`src/rtl/rsa_pkg.sv`:
```
// Shared RSA definitions: operand width and the start/done stage state encoding.
package rsa_pkg;
    localparam int RSA_WIDTH = 64;

    typedef enum logic [2:0] {
        IDLE,
        LOAD,
        MUL,
        UPDATE,
        END
    } rsa_state_e;
endpackage

```
`src/rtl/mod_mul.sv`:
```
// Bit-serial interleaved modular multiplier p = a*m mod n, MSB-first over m.
// One iteration per cycle for WIDTH cycles, then a one-cycle done pulse.
module mod_mul
    import rsa_pkg::*;
#(
    parameter int WIDTH = RSA_WIDTH
) (
    input  logic             clk,
    input  logic             reset,
    input  logic             start,
    input  logic [WIDTH-1:0] a,
    input  logic [WIDTH-1:0] m,
    input  logic [WIDTH-1:0] n,
    output logic [WIDTH-1:0] p,
    output logic             done
);
    localparam logic [6:0] ITERS = 7'(WIDTH);

    logic [WIDTH+1:0] p_q, p_d, dbl, sub1;
    logic [WIDTH-1:0] a_q, m_q, n_q;
    logic [6:0]       cnt_q;
    logic             done_q;

    // 2p + a < 3n, so two conditional subtractions always bring p back below n.
    always_comb begin
        dbl  = (p_q << 1) + (m_q[WIDTH-1] ? {2'b00, a_q} : '0);
        sub1 = (dbl >= {2'b00, n_q}) ? dbl - {2'b00, n_q} : dbl;
        p_d  = (sub1 >= {2'b00, n_q}) ? sub1 - {2'b00, n_q} : sub1;
    end

    always_ff @(posedge clk) begin
        if (reset) begin
            p_q    <= '0;
            a_q    <= '0;
            m_q    <= '0;
            n_q    <= '0;
            cnt_q  <= '0;
            done_q <= 1'b0;
        end else begin
            done_q <= 1'b0;
            if (start) begin
                a_q   <= a;
                m_q   <= m;
                n_q   <= n;
                p_q   <= '0;
                cnt_q <= ITERS;
            end else if (cnt_q != '0) begin
                p_q   <= p_d;
                m_q   <= m_q << 1;
                cnt_q <= cnt_q - 7'd1;
                if (cnt_q == 7'd1) begin
                    done_q <= 1'b1;
                end
            end
        end
    end

    assign p    = p_q[WIDTH-1:0];
    assign done = done_q;
endmodule

```
`src/rtl/mod_exp.sv`:
```
// Modular exponentiation base^e mod n, right-to-left square-and-multiply.
// Optional LOAD-time input range check enabled by defining MOD_EXP_INPUT_CHECK_EN.
//
// state  | meaning
// IDLE   | waiting for start_compute; done/err cleared
// LOAD   | capture n, base, e; launch first multiply pair
// MUL    | wait for both mod_mul done pulses
// UPDATE | commit products, shift exponent, relaunch or finish
// END    | result/done_compute valid until start_compute drops
module mod_exp
    import rsa_pkg::*;
#(
    parameter int WIDTH = RSA_WIDTH
) (
    input  logic             clk,
    input  logic             reset,
    input  logic             start_compute,
    input  logic [WIDTH-1:0] base,
    input  logic [WIDTH-1:0] e,
    input  logic [WIDTH-1:0] n,
    output logic [WIDTH-1:0] result,
    output logic             done_compute,
    output logic             err
);
    rsa_state_e       state_q, state_d;
    logic [WIDTH-1:0] n_q, n_d, b_q, b_d, x_q, x_d, acc_q, acc_d, result_q, result_d;
    logic             done_q, done_d, err_q, err_d;
    logic             seen_mul_q, seen_mul_d, seen_sqr_q, seen_sqr_d;
    logic             launch, input_bad;
    logic [WIDTH-1:0] mul_p, sqr_p;
    logic             mul_done, sqr_done;

`ifdef MOD_EXP_INPUT_CHECK_EN
    assign input_bad = (n == '0) || (base >= n);
`else
    assign input_bad = 1'b0;
`endif

    always_comb begin
        state_d    = state_q;
        n_d        = n_q;
        b_d        = b_q;
        x_d        = x_q;
        acc_d      = acc_q;
        result_d   = result_q;
        done_d     = done_q;
        err_d      = err_q;
        seen_mul_d = seen_mul_q;
        seen_sqr_d = seen_sqr_q;
        launch     = 1'b0;
        unique case (state_q)
            IDLE: begin
                done_d = 1'b0;
                err_d  = 1'b0;
                if (start_compute) state_d = LOAD;
            end
            LOAD: begin
                n_d   = n;
                b_d   = base;
                x_d   = e;
                acc_d = (n == WIDTH'(1)) ? '0 : WIDTH'(1);
                if (input_bad) begin
                    acc_d   = '0;
                    err_d   = 1'b1;
                    state_d = END;
                end else if (e == '0) begin
                    state_d = END;
                end else begin
                    state_d = MUL;
                    launch  = 1'b1;
                end
            end
            MUL: begin
                seen_mul_d = seen_mul_q | mul_done;
                seen_sqr_d = seen_sqr_q | sqr_done;
                if (seen_mul_d && seen_sqr_d) begin
                    seen_mul_d = 1'b0;
                    seen_sqr_d = 1'b0;
                    state_d    = UPDATE;
                end
            end
            UPDATE: begin
                if (x_q[0]) acc_d = mul_p;
                b_d = sqr_p;
                x_d = x_q >> 1;
                if (x_d == '0) begin
                    state_d = END;
                end else begin
                    state_d = MUL;
                    launch  = 1'b1;
                end
            end
            END: begin
                result_d = acc_q;
                done_d   = 1'b1;
                // Only release once done_compute has actually been presented.
                if (!start_compute && done_q) begin
                    done_d  = 1'b0;
                    err_d   = 1'b0;
                    state_d = IDLE;
                end
            end
            default: state_d = IDLE;
        endcase
    end

    always_ff @(posedge clk) begin
        if (reset) begin
            state_q    <= IDLE;
            n_q        <= '0;
            b_q        <= '0;
            x_q        <= '0;
            acc_q      <= '0;
            result_q   <= '0;
            done_q     <= 1'b0;
            err_q      <= 1'b0;
            seen_mul_q <= 1'b0;
            seen_sqr_q <= 1'b0;
        end else begin
            state_q    <= state_d;
            n_q        <= n_d;
            b_q        <= b_d;
            x_q        <= x_d;
            acc_q      <= acc_d;
            result_q   <= result_d;
            done_q     <= done_d;
            err_q      <= err_d;
            seen_mul_q <= seen_mul_d;
            seen_sqr_q <= seen_sqr_d;
        end
    end

    // Multipliers capture the next-state operands on the launch edge.
    mod_mul #(.WIDTH(WIDTH)) u_mul (
        .clk(clk), .reset(reset), .start(launch),
        .a(acc_d), .m(b_d), .n(n_d), .p(mul_p), .done(mul_done)
    );

    mod_mul #(.WIDTH(WIDTH)) u_sqr (
        .clk(clk), .reset(reset), .start(launch),
        .a(b_d), .m(b_d), .n(n_d), .p(sqr_p), .done(sqr_done)
    );

    assign result       = result_q;
    assign done_compute = done_q;
    assign err          = err_q;
endmodule

```
`config.mk`:
```
export PLATFORM = sky130hd
export DESIGN_NAME = mod_exp
export DESIGN_NICKNAME = d
export VERILOG_FILES = /design/src/rtl/rsa_pkg.sv /design/src/rtl/mod_mul.sv /design/src/rtl/mod_exp.sv
export SDC_FILE = /design/constraint.sdc
export NUM_CORES = 2
export LEC_CHECK = 0
export CAP_MARGIN = 25
export CORE_MARGIN = 2
export CORE_UTILIZATION = 25
export DETAILED_ROUTE_END_ITERATION = 8
export HOLD_SLACK_MARGIN = 0.06
export PLACE_DENSITY = 0.39
export SYNTH_ARGS = -nofsm -noshare
export SYNTH_HDL_FRONTEND = slang
export SYNTH_SLANG_ARGS = --single-unit
```
`constraint.sdc`:
```
create_clock -name clk -period 12.21 [get_ports clk]
set_clock_uncertainty 0.2 [all_clocks]
set_input_delay 2.442 -clock clk [delete_from_list [all_inputs] [get_ports clk]]
set_output_delay 2.442 -clock clk [all_outputs]
set_load 0.01 [all_outputs]
```
Yosys cells after proc, flatten, opt, wreduce, memory -nomap -nowiden
Cells that the tools add are included.
{ "totals": {"regBits": 793, "input_bits": 195, "output_inout_bits": 66, "elab_cells": 103} }
{ "classes": {"addsub": 8, "n_lt_le_gt_ge": 4, "n_eq_ne": 10, "mux": 37, "n_bitwise": 4, "n_reduce_logical": 17} }
{ "ops": {"columns": ["op", "n"], "rows": [
  ["$mux 64", 8],
  ["$pmux 64 s2", 3],
  ["$ge 66x64->1", 4],
  ["$add 66x64->66", 2],
  ["$mux 66", 2],
  ["$sub 66x64->66", 2],
  ["$mux 65", 2],
  ["$sub 65x64->65", 2],
  ["$logic_not 64->1", 2],
  ["$eq 64x1->1 const B", 1],
  ["$mux 7", 4],
  ["$mux 3", 5],
  ["$pmux 3 s5", 1],
  ["$eq 7x1->1 const B", 2],
  ["$reduce_bool 7->1", 2],
  ["$sub 7x1->7 const B", 2],
  ["$mux 1", 9],
  ["$reduce_bool 2->1", 4],
  ["$eq 3x2->1 const B", 2],
  ["$ne 2x2->1 const B", 3],
  ["$pmux 1 s2", 3],
  ["$reduce_or 3->1", 2],
  ["$eq 3x1->1 const B", 1],
  ["$eq 3x3->1 const B", 1],
  ["other kinds (8)", 11]
]} }

Depth between registers and ports, before layout
{ "depth": {"ltp_word": 6, "mapped_depth": 48, "ltp_nobuf": 40} }

Hierarchy
Synthesis repeated with hierarchy kept, for this count alone.
{ "unflattened": {"cells_unflattened": 8030, "area_unflattened_um2": 61440.2} }
{ "by_module_without_submodules": {"columns": ["module", "n_inst", "cells_per_inst", "area_per_inst_um2", "seq_area_each_um2"], "rows": [
  ["mod_mul (u_mul)", 1, 3194, 23600.1, 5305.1],
  ["mod_mul (u_sqr)", 1, 3127, 23202.3, 5305.1],
  ["mod_exp", 1, 1709, 14637.8, 6526.3]
]} }

Worst setup path after synthesis
No wires, ideal clock.
{ "synth_timing": {"kind": "register to register", "from": "register u_sqr.m_q[63]", "to": "register u_sqr.p_q[27]", "arrival_time_ps": 9363, "required_time_ps": 11878, "path_slack_ps": 2515, "path_stages_with_launch": 48, "path_buffers": 10, "synth_period_minus_slack_ps": 9695, "cell_sequence": "dfxtp_1 -> clkbuf_1 -> clkbuf_1 -> and2_1 -> ha_1 -> inv_1 -> fa_1 -> nand2b_1 -> a21o_1 -> a21oi_1 -> o21a_1 -> o31ai_1 -> o21ba_2 -> o21ba_2 -> o31a_1 -> o31ai_1 -> xor2_1 -> ha_1 -> (+12 left out) -> ha_1 -> clkbuf_1 -> a2111oi_1 -> o211ai_1 -> o211ai_1 -> o211ai_1 -> a221oi_1 -> o21ai_1 -> a21oi_1 -> and4b_1 -> o31ai_1 -> or3_1 -> buf_2 -> or2_1 -> buf_4 -> buf_6 -> mux2i_1 -> a21oi_1"} }
{ "synth_via": {"elab_chain_cells": 6, "word_cells_on_any_way": 8} }
{ "synth_lines": {"columns": ["item", "line_no", "source"], "rows": [
  ["from (decl)", "mod_mul.sv:20", "logic [WIDTH-1:0] a_q, m_q, n_q;"],
  ["from (signal assigned)", "mod_mul.sv:43", "m_q <= m;"],
  ["from (signal assigned)", "mod_mul.sv:49", "m_q <= m_q << 1;"],
  ["$mux 64 *", "mod_mul.sv:26", "dbl = (p_q << 1) + (m_q[WIDTH-1] ? {2'b00, a_q} : '0);"],
  ["$add 66x64->66 *", "mod_mul.sv:26", null],
  ["$sub 66x64->66 or $ge 66x64->1 (tied branches)", "mod_mul.sv:27", "sub1 = (dbl >= {2'b00, n_q}) ? dbl - {2'b00, n_q} : dbl;"],
  ["$mux 66 *", "mod_mul.sv:27", null],
  ["$sub 65x64->65 or $ge 66x64->1 (tied branches)", "mod_mul.sv:28", "p_d = (sub1 >= {2'b00, n_q}) ? sub1 - {2'b00, n_q} : sub1;"],
  ["$mux 65 *", "mod_mul.sv:28", null],
  ["to (signal assigned)", "mod_mul.sv:48", "p_q <= p_d;"],
  ["to (decl)", "mod_mul.sv:19", "logic [WIDTH+1:0] p_q, p_d, dbl, sub1;"]
]} }
Every way passes the cells marked *; elsewhere a longest branch is shown, timed or not.
A chain may end at the register's enable or synchronous reset.

Worst setup path in the final report
{ "layout_timing": {"from": "register u_mul.m_q[63]", "to": "register u_mul.p_q[57]"} }
{ "layout_via": {"elab_chain_cells": 6, "word_cells_on_any_way": 8} }
{ "layout_lines": {"columns": ["item", "line_no"], "rows": [
  ["from (decl)", "mod_mul.sv:20"],
  ["from (signal assigned)", "mod_mul.sv:43"],
  ["from (signal assigned)", "mod_mul.sv:49"],
  ["$mux 64 *", "mod_mul.sv:26"],
  ["$add 66x64->66 *", "mod_mul.sv:26"],
  ["$sub 66x64->66 or $ge 66x64->1 (tied branches)", "mod_mul.sv:27"],
  ["$mux 66 *", "mod_mul.sv:27"],
  ["$sub 65x64->65 or $ge 66x64->1 (tied branches)", "mod_mul.sv:28"],
  ["$mux 65 *", "mod_mul.sv:28"],
  ["to (signal assigned)", "mod_mul.sv:48"],
  ["to (decl)", "mod_mul.sv:19"]
]} }
Marked as above.

==> results.tsv <==
metric	value	unit
outcome	completed	
RSZ-0062 raised after global routing	false	
Via density	5.130	
most numerous cell on the critical path	ha_1	
Synth async-reset ratio	0	
Flop pwr share	0.130	
Min-Delay Path Class	register to register	
Fmax	86.44	MHz
mapped cell area	55010	um^2
die width	473.1	um
Worst R2R Start	u_mul.m_q[63]$_SDFFE_PP0P_	
placed instance count	10120	
maximum VDD drop	198.3	uV
Critical Path Max Stage Delay	600	ps
DRC viols	0	
initial antenna violation count	16	
worst reg-to-reg setup slack	640	ps
Final setup viols	0	
DRT iter0 DRCs	3422	
fin crit share	0.9474	
critical path peak fanout	34	
critical path launch point	u_mul.m_q[63]$_SDFFE_PP0P_	
DR vias	52926	
switching part of the total	0.4880	
Row Count	172	
pwr/cell area	380.1	nW/um^2
core footprint	219300	um^2
fin util	0.3001	
post-DP HPWL	188.9	mm
Layout Cells excl Fill	10317	
min Tclk post-route	11570	ps
Fin. Hold Viols	0	
max cap viols	0	
Slew Viols, Final	0	
# fillers	23669	
reg2reg path depth	39	
Power Internal	12.81	mW
share of cells above drive strength 1	0.08545	
synth unique cells	98	
port bufs	259	
Initial Utilization	0.2509	
Root Driver	clkbuf_16	
Synthesis Warnings	0	
CP Depth	39	
Buffers & Inverters on Critical Path	5	
Seq/Total Area, Yosys	0.2882	
Post-Syn Nets	7668	
Worst-Skew Late Latency	790	ps
# clock sinks	792	
post-route antenna net violation count	0	
Die Area	223800	um^2
Slew headroom	0.2920	
CTS tree	built	
post-CTS sizing	0	
vias in the first global route	51802	
CP Class	register to register	
multi-input logic area	36560	um^2
total track usage	0.2055	
Routed WL	235.9	mm
Boundary Pins	261	
Layout area overhead	19.63	%
Vert. Die Dim	473.1	um
Slew @ Worst Pin	1058	ps
R2R Path End	u_mul.p_q[57]$_SDFFE_PP0P_	
slowest CP cell	o21ai_0	
WP data arrival	12080	ps
Post-CTS Hold Fix Bufs	0	
DRT Pass-1 Iters	6	
setup_tns	0	ps
GP Congestion	0.9368	
post-synthesis cell count	7081	
cts bufs inserted	102	
Top FF cell, synth	dfxtp_1	
Tot Pwr	25.01	mW
# H-tree levels	3	
CP Capture Point	u_mul.p_q[57]$_SDFFE_PP0P_	
Psw	12.21	mW
Congestion Overflow GR	0	
Comb pwr share	0.745	
Leak	26.93	nW
CP endpoint kind	register	
Crit path max-delay family	simple AND/OR/NAND/NOR gates	
global-route wire length before repair	348.4	mm
register area	15870	um^2
post-CTS setup buffer count	0	
crit path launch type	register	
Clock power frac	0.125	
Nets	7940	
number of synthesized register bits	792	
EDFF count, synth	0	
Max Buffers Root-to-Sink	3	
WL per Instance	22.86	um
largest net degree at the start of global routing	115	
Reg clk slew, reported paths	60	ps
worst path required time	12720	ps
mean post-synth cell area	7.769	um^2
final hold slack	235.5	ps
[worst min path at each step]
stage	startpoint	end	slack, ps	cells past startpoint
2_1_floorplan	u_sqr.a_q[63]$_SDFFE_PP0P_	u_sqr.a_q[63]$_SDFFE_PP0P_	210	2
3_3_place_gp	u_sqr.a_q[60]$_SDFFE_PP0P_	u_sqr.a_q[60]$_SDFFE_PP0P_	230	2
3_5_place_dp	u_sqr.a_q[25]$_SDFFE_PP0P_	u_sqr.a_q[25]$_SDFFE_PP0P_	230	2
4_1_cts	u_sqr.a_q[52]$_SDFFE_PP0P_	u_sqr.a_q[52]$_SDFFE_PP0P_	240	2
5_1_grt	u_sqr.a_q[34]$_SDFFE_PP0P_	u_sqr.a_q[34]$_SDFFE_PP0P_	250	2
6_report	u_sqr.a_q[52]$_SDFFE_PP0P_	u_sqr.a_q[52]$_SDFFE_PP0P_	240	2
[synthesized netlist by cell type, types with 64 or more instances]
library cell	instances	area (um^2)
a22oi_1	64	480.5
clkbuf_1	395	1483
a31oi_1	80	500.5
nor4_1	68	425.4
and2_1	162	1013
nand4_1	94	588.1
nand3_1	196	980.9
xnor2_1	241	2111
a21o_1	238	1787
ha_1	386	4830
xor2_1	118	1033
inv_1	236	885.9
dfxtp_1	792	15860
mux2i_1	343	3433
a211oi_1	172	1291
nor3_1	73	365.4
nand2_1	851	3194
nor2_1	511	1918
o21ai_0	506	2532
a21oi_1	686	3433
o22a_1	128	1121
[metal layers]
| metal | part of all wire | vias up | track usage |
|---|---|---|---|
| met5 | 0 | - | 0 |
| met4 | 0.038 | 0 | 0.07415 |
| met3 | 0.039 | 274 | 0.02385 |
| met2 | 0.44 | 1115 | 0.3244 |
| met1 | 0.48 | 25383 | 0.2864 |
| li1 | - | 26154 | - |
[flip-flops by register name (all words and copies together), names as in the netlist, 3 cells and up]
name	flops
u_sqr.p_q	65
n_q	64
b_q	64
u_sqr.a_q	64
acc_q	64
u_sqr.n_q	64
result	64
u_mul.cnt_q	7
x_q	64
state_q	3
u_sqr.m_q	64
u_mul.p_q	65
u_mul.m_q	64
u_mul.a_q	64
u_sqr.cnt_q	7
[cells in the final DEF, fill, tap and decap left out, drive strengths merged, types with 94 or more instances in the layout]
| master | instances |
|---|---|
| o22a | 128 |
| and2 | 164 |
| a21o | 238 |
| ha | 386 |
| inv | 244 |
| nand2 | 852 |
| xor2 | 118 |
| clkbuf | 145 |
| xnor2 | 241 |
| nor2 | 512 |
| o21ai | 565 |
| buf | 355 |
| nand4 | 94 |
| a21oi | 686 |
| mux2i | 343 |
| a211oi | 173 |
| clkdlybuf4s50 | 258 |
| nand3 | 197 |
| dfxtp | 792 |
[worst register-to-register path, delay by kind of cell (launching register included)]
kind                     cells  cell delay [ps]
AND/OR/NAND/NOR             16             4570
buffers and inverters        5              940
AO/OA/AOI/OAI               15             4240
flip-flops                   1              450
adder cells (fa/ha/maj)      3             1060
[cell type report]
type / count / share of cell area
Sequential cell: 792 / 0.2411
Clock buffer: 145 / 0.04445
Clock inverter: 37 / 0.007814
Timing Repair Buffer: 613 / 0.08247
Tap cell: 2871 / 0.05458
Antenna cell: 15 / 0.0005704
Inverter: 236 / 0.01346
Multi-Input combinational cell: 5608 / 0.5555
[power by group through the flow]
stage          Clock [mW]  Combinational [mW]  Sequential, mW
2_1_floorplan           0                12.1            3.10
3_3_place_gp            0                18.6            3.31
3_5_place_dp            0                18.4            3.31
4_1_cts              3.25                18.5            3.25
5_1_grt              3.33                20.4            3.28
6_report             3.13                18.6            3.25
[cell families (layout without fill, tap and decap cells)]
kind of cell	count (synthesis)	in the layout	synth area share
AO/OA/AOI/OAI	2283	2283	0.2610
XOR/XNOR	359	359	0.05716
adder cells (fa/ha/maj)	392	392	0.08998
buffers and inverters	681	1031	0.04917
flip-flops	792	792	0.2882
multiplexers	391	391	0.07224
other	1	16	0.00006817
AND/OR/NAND/NOR	2182	2182	0.1822
[through the flow]
step / cell area [um^2] / worst slack (ps)
2_1_floorplan: 55010 / 2515
3_3_place_gp: 62320 / 359.6
3_5_place_dp: 62330 / 475.9
4_1_cts: 65770 / 345.7
5_1_grt: 65800 / 131.4
6_report: 65810 / 641.7
Power figures use the tool's default switching activity.
